==> src/rtl/exu_muldiv_pkg.sv <==
// exu_muldiv_pkg
//   Shared definitions for the iterative RV M-extension unit.
//   - M-extension funct3 operation codes (MD_MUL .. MD_REMU)
//   - default operand width and funct width
//   - FSM state encoding (MD_IDLE, MD_CALC, MD_DONE)
//   - small decode helpers for operand signedness
package exu_muldiv_pkg;

    localparam int ISA_WIDTH          = 32;
    localparam int MD_XLEN_DEFAULT    = ISA_WIDTH;
    localparam int MULDIV_FUNCT_WIDTH = 3;

    localparam logic [2:0] MD_MUL    = 3'd0;
    localparam logic [2:0] MD_MULH   = 3'd1;
    localparam logic [2:0] MD_MULHSU = 3'd2;
    localparam logic [2:0] MD_MULHU  = 3'd3;
    localparam logic [2:0] MD_DIV    = 3'd4;
    localparam logic [2:0] MD_DIVU   = 3'd5;
    localparam logic [2:0] MD_REM    = 3'd6;
    localparam logic [2:0] MD_REMU   = 3'd7;

    typedef enum logic [1:0] {
        MD_IDLE = 2'd0,
        MD_CALC = 2'd1,
        MD_DONE = 2'd2
    } md_state_e;

    // rs1 is interpreted as two's complement for these operations
    function automatic logic md_src1_signed(input logic [2:0] op);
        return (op == MD_MUL) || (op == MD_MULH) || (op == MD_MULHSU) ||
               (op == MD_DIV) || (op == MD_REM);
    endfunction

    // rs2 is interpreted as two's complement for these operations
    function automatic logic md_src2_signed(input logic [2:0] op);
        return (op == MD_MUL) || (op == MD_MULH) || (op == MD_DIV) || (op == MD_REM);
    endfunction

endpackage

==> src/rtl/exu_div_iter.sv <==
// exu_div_iter
//   One restoring-division step. The partial remainder is shifted left by
//   one, the next dividend bit enters at the bottom, and the divisor is
//   subtracted when it fits; the outcome of that trial is the quotient bit.
// Ports
//   rem_in       [XLEN:0]    partial remainder before the step
//   dividend_bit             next dividend bit (MSB first)
//   divisor      [XLEN-1:0]  divisor magnitude
//   rem_out      [XLEN:0]    partial remainder after the step
//   quot_bit                 quotient bit produced by the step
module exu_div_iter
    import exu_muldiv_pkg::*;
#(
    parameter int XLEN = MD_XLEN_DEFAULT
) (
    input  logic [XLEN:0]   rem_in,
    input  logic            dividend_bit,
    input  logic [XLEN-1:0] divisor,
    output logic [XLEN:0]   rem_out,
    output logic            quot_bit
);

    logic [XLEN+1:0] shifted_s;
    logic [XLEN+1:0] divisor_s;

    assign shifted_s = {rem_in, dividend_bit};
    assign divisor_s = {2'b00, divisor};
    assign quot_bit  = (shifted_s >= divisor_s);

    // Restore (keep the shifted value) when the divisor does not fit
    always_comb begin
        if (quot_bit) begin
            rem_out = (XLEN+1)'(shifted_s - divisor_s);
        end else begin
            rem_out = shifted_s[XLEN:0];
        end
    end

endmodule

==> src/rtl/exu_muldiv.sv <==
// exu_muldiv
//   Iterative RV M-extension unit (MUL/MULH/MULHSU/MULHU/DIV/DIVU/REM/REMU).
//   Operands are reduced to magnitudes at accept; a radix-2 shift-add
//   multiplier or a restoring divider then runs one bit per clock and the
//   sign fix-up is applied on the last step. One operation in flight.
//   Divide-by-zero, signed overflow and unknown funct codes finish at once.
// Configuration
//   MULDIV_FAST_MUL_EN : multiplies use a combinational XLEN x XLEN product
//                        and complete one clock after accept. Division is
//                        unaffected. Undefined: all multiplies iterate.
// Ports
//   clk        in   rising-edge clock
//   rst        in   asynchronous active-low reset
//   flush      in   cancel the in-flight operation
//   in_valid   in   funct/src1/src2 valid
//   in_ready   out  unit idle, can accept
//   funct      in   [FUNCT_WIDTH-1:0] RV funct3 of the M operation
//   src1       in   [XLEN-1:0] rs1 (dividend / multiplicand)
//   src2       in   [XLEN-1:0] rs2 (divisor / multiplier)
//   out_valid  out  result valid
//   out_ready  in   consumer takes the result
//   result     out  [XLEN-1:0] selected result word
//   busy       out  unit not idle
module exu_muldiv
    import exu_muldiv_pkg::*;
#(
    parameter int XLEN        = MD_XLEN_DEFAULT,
    parameter int FUNCT_WIDTH = MULDIV_FUNCT_WIDTH
) (
    input  logic                   clk,
    input  logic                   rst,
    input  logic                   flush,
    input  logic                   in_valid,
    output logic                   in_ready,
    input  logic [FUNCT_WIDTH-1:0] funct,
    input  logic [XLEN-1:0]        src1,
    input  logic [XLEN-1:0]        src2,
    output logic                   out_valid,
    input  logic                   out_ready,
    output logic [XLEN-1:0]        result,
    output logic                   busy
);

    localparam int CNT_W = $clog2(XLEN);

    md_state_e         state_r, state_s;
    logic [CNT_W-1:0]  cnt_r, cnt_s;
    logic [2:0]        op_r, op_s;
    logic              neg_r, neg_s;
    logic [XLEN-1:0]   op_a_r, op_a_s;
    logic [XLEN-1:0]   op_b_r, op_b_s;
    logic [XLEN-1:0]   acc_hi_r, acc_hi_s;
    logic [XLEN-1:0]   acc_lo_r, acc_lo_s;
    logic [XLEN:0]     rem_r, rem_s;
    logic [XLEN-1:0]   result_r, result_s;
    logic              in_ready_r, out_valid_r, busy_r;

    // Input decode
    logic [2:0]        in_op_s;
    logic              funct_known_s;
    logic              s1_neg_s, s2_neg_s, neg_in_s;
    logic [XLEN-1:0]   a_mag_s, b_mag_s;
    logic              div_zero_s, div_ovf_s;

    // One-step datapath
    logic [XLEN:0]     mul_sum_s;
    logic [XLEN:0]     div_rem_s;
    logic              div_q_s;
    logic [XLEN-1:0]   step_hi_s, step_lo_s;
    logic [XLEN:0]     step_rem_s;

    // Sign fix-up and result word selection from unsigned magnitudes
    function automatic logic [XLEN-1:0] md_finish(
        input logic [2:0]      op,
        input logic            neg,
        input logic [XLEN-1:0] hi,
        input logic [XLEN-1:0] lo,
        input logic [XLEN-1:0] rem
    );
        logic [2*XLEN-1:0] prod;
        prod = neg ? -{hi, lo} : {hi, lo};
        case (op)
            MD_MUL:                      md_finish = prod[XLEN-1:0];
            MD_MULH, MD_MULHSU, MD_MULHU: md_finish = prod[2*XLEN-1:XLEN];
            MD_DIV, MD_DIVU:             md_finish = neg ? -lo : lo;
            MD_REM, MD_REMU:             md_finish = neg ? -rem : rem;
            default:                     md_finish = {XLEN{1'b0}};
        endcase
    endfunction

    assign in_op_s = funct[2:0];

    generate
        if (FUNCT_WIDTH > 3) begin : g_wide_funct
            assign funct_known_s = ~|funct[FUNCT_WIDTH-1:3];
        end else begin : g_narrow_funct
            assign funct_known_s = 1'b1;
        end
    endgenerate

    assign s1_neg_s = md_src1_signed(in_op_s) & src1[XLEN-1];
    assign s2_neg_s = md_src2_signed(in_op_s) & src2[XLEN-1];
    assign a_mag_s  = s1_neg_s ? -src1 : src1;
    assign b_mag_s  = s2_neg_s ? -src2 : src2;
    // Remainder follows the dividend; quotient/product negate when signs differ
    assign neg_in_s = (in_op_s == MD_REM) ? s1_neg_s : (s1_neg_s ^ s2_neg_s);

    assign div_zero_s = in_op_s[2] && (src2 == {XLEN{1'b0}});
    assign div_ovf_s  = ((in_op_s == MD_DIV) || (in_op_s == MD_REM)) &&
                        (src1 == {1'b1, {(XLEN-1){1'b0}}}) &&
                        (src2 == {XLEN{1'b1}});

`ifdef MULDIV_FAST_MUL_EN
    logic [2*XLEN-1:0] fast_prod_s;
    assign fast_prod_s = {{XLEN{1'b0}}, a_mag_s} * {{XLEN{1'b0}}, b_mag_s};
`endif

    exu_div_iter #(
        .XLEN (XLEN)
    ) u_div_iter (
        .rem_in       (rem_r),
        .dividend_bit (acc_lo_r[XLEN-1]),
        .divisor      (op_b_r),
        .rem_out      (div_rem_s),
        .quot_bit     (div_q_s)
    );

    // Multiplier bit 0 selects whether the multiplicand is added this step
    assign mul_sum_s = {1'b0, acc_hi_r} + (acc_lo_r[0] ? {1'b0, op_a_r} : {(XLEN+1){1'b0}});

    // Next accumulator state for one multiply or divide iteration
    always_comb begin
        if (op_r[2]) begin
            step_hi_s  = acc_hi_r;
            step_lo_s  = {acc_lo_r[XLEN-2:0], div_q_s};
            step_rem_s = div_rem_s;
        end else begin
            step_hi_s  = mul_sum_s[XLEN:1];
            step_lo_s  = {mul_sum_s[0], acc_lo_r[XLEN-1:1]};
            step_rem_s = rem_r;
        end
    end

    // FSM next state and datapath register updates
    always_comb begin
        state_s  = state_r;
        cnt_s    = cnt_r;
        op_s     = op_r;
        neg_s    = neg_r;
        op_a_s   = op_a_r;
        op_b_s   = op_b_r;
        acc_hi_s = acc_hi_r;
        acc_lo_s = acc_lo_r;
        rem_s    = rem_r;
        result_s = result_r;
        if (flush) begin
            state_s = MD_IDLE;
        end else begin
            case (state_r)
                MD_IDLE: begin
                    if (in_valid) begin
                        op_s  = in_op_s;
                        neg_s = neg_in_s;
                        cnt_s = {CNT_W{1'b0}};
                        if (!funct_known_s) begin
                            result_s = {XLEN{1'b0}};
                            state_s  = MD_DONE;
                        end else if (div_zero_s) begin
                            result_s = in_op_s[1] ? src1 : {XLEN{1'b1}};
                            state_s  = MD_DONE;
                        end else if (div_ovf_s) begin
                            result_s = in_op_s[1] ? {XLEN{1'b0}} : src1;
                            state_s  = MD_DONE;
                        end
`ifdef MULDIV_FAST_MUL_EN
                        else if (!in_op_s[2]) begin
                            result_s = md_finish(in_op_s, neg_in_s, fast_prod_s[2*XLEN-1:XLEN],
                                                 fast_prod_s[XLEN-1:0], {XLEN{1'b0}});
                            state_s  = MD_DONE;
                        end
`endif
                        else begin
                            // Multiply: multiplier shifts out of acc_lo.
                            // Divide: dividend shifts out of acc_lo, quotient shifts in.
                            op_a_s   = a_mag_s;
                            op_b_s   = b_mag_s;
                            acc_hi_s = {XLEN{1'b0}};
                            acc_lo_s = in_op_s[2] ? a_mag_s : b_mag_s;
                            rem_s    = {(XLEN+1){1'b0}};
                            state_s  = MD_CALC;
                        end
                    end else begin
                        state_s = MD_IDLE;
                    end
                end
                MD_CALC: begin
                    acc_hi_s = step_hi_s;
                    acc_lo_s = step_lo_s;
                    rem_s    = step_rem_s;
                    cnt_s    = cnt_r + {{(CNT_W-1){1'b0}}, 1'b1};
                    if (cnt_r == CNT_W'(XLEN-1)) begin
                        // Last step: apply the sign fix-up to the fresh step outputs
                        result_s = md_finish(op_r, neg_r, step_hi_s, step_lo_s, step_rem_s[XLEN-1:0]);
                        state_s  = MD_DONE;
                    end else begin
                        state_s  = MD_CALC;
                    end
                end
                MD_DONE: begin
                    if (out_ready) begin
                        state_s = MD_IDLE;
                    end else begin
                        state_s = MD_DONE;
                    end
                end
                default: begin
                    state_s = MD_IDLE;
                end
            endcase
        end
    end

    // State, datapath and registered handshake outputs
    always_ff @(posedge clk or negedge rst) begin
        if (!rst) begin
            state_r     <= MD_IDLE;
            cnt_r       <= {CNT_W{1'b0}};
            op_r        <= 3'd0;
            neg_r       <= 1'b0;
            op_a_r      <= {XLEN{1'b0}};
            op_b_r      <= {XLEN{1'b0}};
            acc_hi_r    <= {XLEN{1'b0}};
            acc_lo_r    <= {XLEN{1'b0}};
            rem_r       <= {(XLEN+1){1'b0}};
            result_r    <= {XLEN{1'b0}};
            in_ready_r  <= 1'b1;
            out_valid_r <= 1'b0;
            busy_r      <= 1'b0;
        end else begin
            state_r     <= state_s;
            cnt_r       <= cnt_s;
            op_r        <= op_s;
            neg_r       <= neg_s;
            op_a_r      <= op_a_s;
            op_b_r      <= op_b_s;
            acc_hi_r    <= acc_hi_s;
            acc_lo_r    <= acc_lo_s;
            rem_r       <= rem_s;
            result_r    <= result_s;
            in_ready_r  <= (state_s == MD_IDLE);
            out_valid_r <= (state_s == MD_DONE);
            busy_r      <= (state_s != MD_IDLE);
        end
    end

    assign in_ready  = in_ready_r;
    assign out_valid = out_valid_r;
    assign busy      = busy_r;
    assign result    = result_r;

endmodule

==> config.mk <==
export PLATFORM = sky130hd
export DESIGN_NAME = exu_muldiv
export DESIGN_NICKNAME = d
export VERILOG_FILES = /design/src/rtl/exu_muldiv_pkg.sv /design/src/rtl/exu_div_iter.sv /design/src/rtl/exu_muldiv.sv
export SDC_FILE = /design/constraint.sdc
export NUM_CORES = 1
export LEC_CHECK = 0
export CAP_MARGIN = 20
export CORE_ASPECT_RATIO = 0.6
export CORE_MARGIN = 1
export CORE_UTILIZATION = 30
export DETAILED_ROUTE_END_ITERATION = 12
export MAX_ROUTING_LAYER = met4
export PLACE_DENSITY = 0.55
export SLEW_MARGIN = 20
export SYNTH_ARGS = -nofsm -noshare
export SYNTH_HDL_FRONTEND = slang
export SYNTH_SLANG_ARGS = --single-unit
==> constraint.sdc <==
create_clock -name clk -period 10.5 [get_ports clk]
set_input_delay 1.05 -clock clk [delete_from_list [all_inputs] [get_ports clk]]
set_output_delay 1.05 -clock clk [all_outputs]
set_load 0.005 [all_outputs]
==> reports/results.md <==
| Item | Value |
| --- | --- |
| Buffers inserted during post-CTS setup optimization | 0 |
| Max-slew headroom at the worst pin | 22.9% |
| Post-route clock period utilization | 64.7% |
| Count of antenna-violating nets left after detailed routing | 0 |
| Pre-CTS setup slack | 3910 ps |
| TNS Setup | 0 ps |
| Post-synth net total | 2674 |
| Std-Cell Rows | 72 |
| Insertion delay to the later sink of the worst-skew pair | 580 ps |
| Number of DRC violations after detailed routing | 0 |
| Beginning of the worst register-to-register path | acc_lo_r[31] |
| CP startpoint | acc_lo_r[31] |
| Top-level port count | 107 |
| Mapped cell area | 0.0195 mm² |
| Class of the tightest hold or removal check | primary input to async pin |
| Post-synthesis sequential area ratio | 26.5% |
| Clock transition at the registers of the reported paths | 70 ps |
| Final Wtd Congestion | 1.01 |
| Die boundary width | 331 µm |
| Final core utilization | 34.5% |
| Category of the most critical setup path | flip-flop to flip-flop |
| Placed cell count | 3363 |
| Share of cells above drive strength 1 | 6.49% |
| Pin slew with the least headroom to its limit | 1160 ps |
| Achievable Freq | 0.147 GHz |
| Post-DR wirelength/cell | 27.2 µm |
| Maximum vdd drop | 0.101 mV |
| Result of the run | finished clean |
| Vias in the first global route | 18900 |
| Unrepaired setup endpoints after global routing | no |
| Iteration-0 DRC count of the detailed router | 2808 |
| Floorplan die height | 200 µm |
| Nets@finish | 2684 |
| Final count of negative-setup-slack endpoints | 0 |
| Number of buffers inserted for hold repair after clock tree synthesis | 0 |
| Placed cell area | 0.0213 mm² |
| Wirelength, routed | 92.7 mm |
| Final worst-path setup slack | 3710 ps |
| Synth warn | 0 |
| Total global-route track usage | 28.2% |
| Average cell area after synthesis | 7.72 µm² |
| Total of cells resized after clock tree synthesis | 0 |
| Final count of pins violating max slew | 0 |
| CTS HTree Levels | 1 |
| Final Non-Filler Cells | 3410 |
| Final standard cell area without fillers | 0.0222 mm² |
| Number of standard cells after synthesis | 2529 |
| Final period demand of the worst path | 6790 ps |
| Clk buf depth | 3 |
| Global-route wire length before repair | 134 mm |
| Clock tree root driver cell | clkbuf_16 |
| Crit. End Element | flip-flop |
| Count of endpoints failing hold in the final timing report | 0 |
| Max FO, Critical Path | 21 |
| Number of CTS-inserted buffers | 25 |
| Number of enable-type register cells in the synthesized netlist | 0 |
| Layout overhead on the synthesized area | 13.8% |
| Total power divided by cell area | 206 mW/mm² |
| Share of async-settable or async-resettable flops after synthesis | 100% |
| Initial Utilization | 30.3% |
| Floorplan die area | 0.0662 mm² |
| Clock sink total | 207 |
| Maximum clock skew at final layout | 33.4 ps |
| Detailed Place HPWL | 72.6 mm |
| Most instantiated flip-flop cell in the synthesis netlist | dfrtp_1 |
| Cell variety after synth | 104 |
| Pin count of the biggest net entering global routing | 94 |
| Max-capacitance violation count | 0 |
| Port Buf Inserts | 106 |
| Post-Route Hold Slack | 491 ps |
| Placeable core area | 0.0644 mm² |
| CP required | 10960 ps |
| Vias/cell | 6.07 |
| Number of antenna violations at the first check in global routing | 1 |
| Initial DRT Pass Iterations | 6 |
| Vias | 20700 |
| Static leakage | 8.88 nW |
| Sum of internal, switching and leakage power | 4.57 mW |
| CP Data Arrival Time | 7250 ps |
| Aggregate global routing overflow | 0 |
| Clock tree from TritonCTS | done |
| Synthesized flop and latch total | 207 |
| Type of origin of the critical path | flip-flop |
report_power, final:
group / internal [mW] / switching, mW / total, mW / leakage [nW]
sequential: 0.963 / 0.211 / 1.17 / 2.55
clock: 0.596 / 0.411 / 1.01 / 0.455
combinational: 0.815 / 1.58 / 2.39 / 5.87
total: 2.37 / 2.20 / 4.57 / 8.88
cell usage after synthesis (9+ instances only):
library cell  count  area share (%)
nand2_1         293             5.6
o21ai_0         237             6.1
nor2_1          225             4.3
dfrtp_1         206              26
a21oi_1         193             4.9
clkbuf_1        104             2.0
xnor2_1          93             4.2
inv_1            89             1.7
xor2_1           83             3.7
mux2i_1          74             3.8
ha_1             71             4.5
nor3_1           58             1.5
nand3_1          57             1.5
and2_1           44             1.4
a31oi_1          36             1.2
a21o_1           34             1.3
buf_2            34            0.87
o31ai_1          34             1.3
nand4_1          32             1.0
maj3_1           26             1.3
or3_1            25            0.80
a211oi_1         23            0.88
a22o_1           23             1.0
and3_1           21            0.67
nor4_1           21            0.67
nand2b_1         20            0.64
o22ai_1          18            0.58
nor3b_1          16            0.61
o211ai_1         16            0.61
nor2b_1          15            0.48
buf_1            14            0.27
o2111ai_1        14            0.63
o21a_1           14            0.54
a31o_2           13            0.58
o21ai_1          12            0.31
or4_1            11            0.42
a221oi_1         10            0.45
o41ai_1          10            0.45
a211o_1           9            0.40
a22oi_1           9            0.35
o21bai_1          9            0.35
o31a_1            9            0.40
cell type report:
type / instances / area, µm²
diodes: 1 / 2.50
inverters: 90 / 338
fillers: 6769 / 42200
multi-input cells: 2074 / 13400
clock inverters: 11 / 180
repair buffers: 141 / 1330
clock buffers: 35 / 743
well taps: 851 / 1060
flip-flops and latches: 207 / 5190
routing by layer:
| layer | global-route usage [%] | vias up | routed length, µm |
|---|---|---|---|
| met5 | - | - | 0 |
| met4 | 2.96 | 0 | 1040 |
| met1 | 42.6 | 10200 | 45100 |
| met2 | 32.5 | 1182 | 31400 |
| li1 | - | 9274 | - |
| met3 | 13.6 | 69 | 15100 |
logic make-up (layout without fill, tap and decap cells):
family,count (synthesis),after routing,share of synthesized area [%]
DFF,207,207,26.5
AOI/OAI and AO/OA,818,818,27.5
and+or+nand+nor,899,899,22.6
xor gates and xnor gates,176,176,7.89
adders and majority gates,99,99,6.09
muxes,82,82,4.25
buffers and inverters,248,277,5.18
other,0,1,0
path summary, 6_finish.rpt:
kind	cells after the start	end	slack (ps)
min in group clk	2	result[5]	490
max in group asynchronous	3	op_a_r[31]	7800
hold / removal	1	result[1]	490
setup reg to reg	24	result[22]	3710
setup / recovery	24	result[22]	3710
hold reg to reg	2	result[5]	490
flip-flops by register name, summed over array words and instances (netlist names):
| name | count |
|---|---|
| busy | 1 |
| rem_r | 33 |
| in_ready | 1 |
| op_a_r | 32 |
| acc_lo_r | 32 |
| op_r | 3 |
| acc_hi_r | 32 |
| out_valid | 1 |
| state_r | 2 |
| result | 32 |
| neg_r | 1 |
| cnt_r | 5 |
| op_b_r | 32 |
placed cells by master, fill, tap and decap left out, drive strengths merged, types with 71 or more instances in the layout:
cell type      instances
a21oi                196
o21ai                249
mux2i                 74
nor2                 227
dfrtp                206
xnor2                 93
nand2                295
xor2                  83
ha                    71
inv                   91
clkdlybuf4s50        105
critical path, stage by stage (launching register included):
cell and delay (ps):
dfrtp_1 430, inv_1 90, ha_1 160, inv_1 50
fa_1 400, a21o_1 230, a221o_1 400, a41o_1 350
o2111ai_2 220, buf_4 300, a21oi_1 310, a21o_1 290
inv_1 70, ha_1 180, nor2b_1 140, o21ai_1 110
nor4_1 470, nand4_1 400, nor4_1 640, nand3_1 180
or3_1 410, o31ai_1 320, xor2_1 100, or3_1 320
o311ai_1 90
Power figures use the tool's default switching activity.
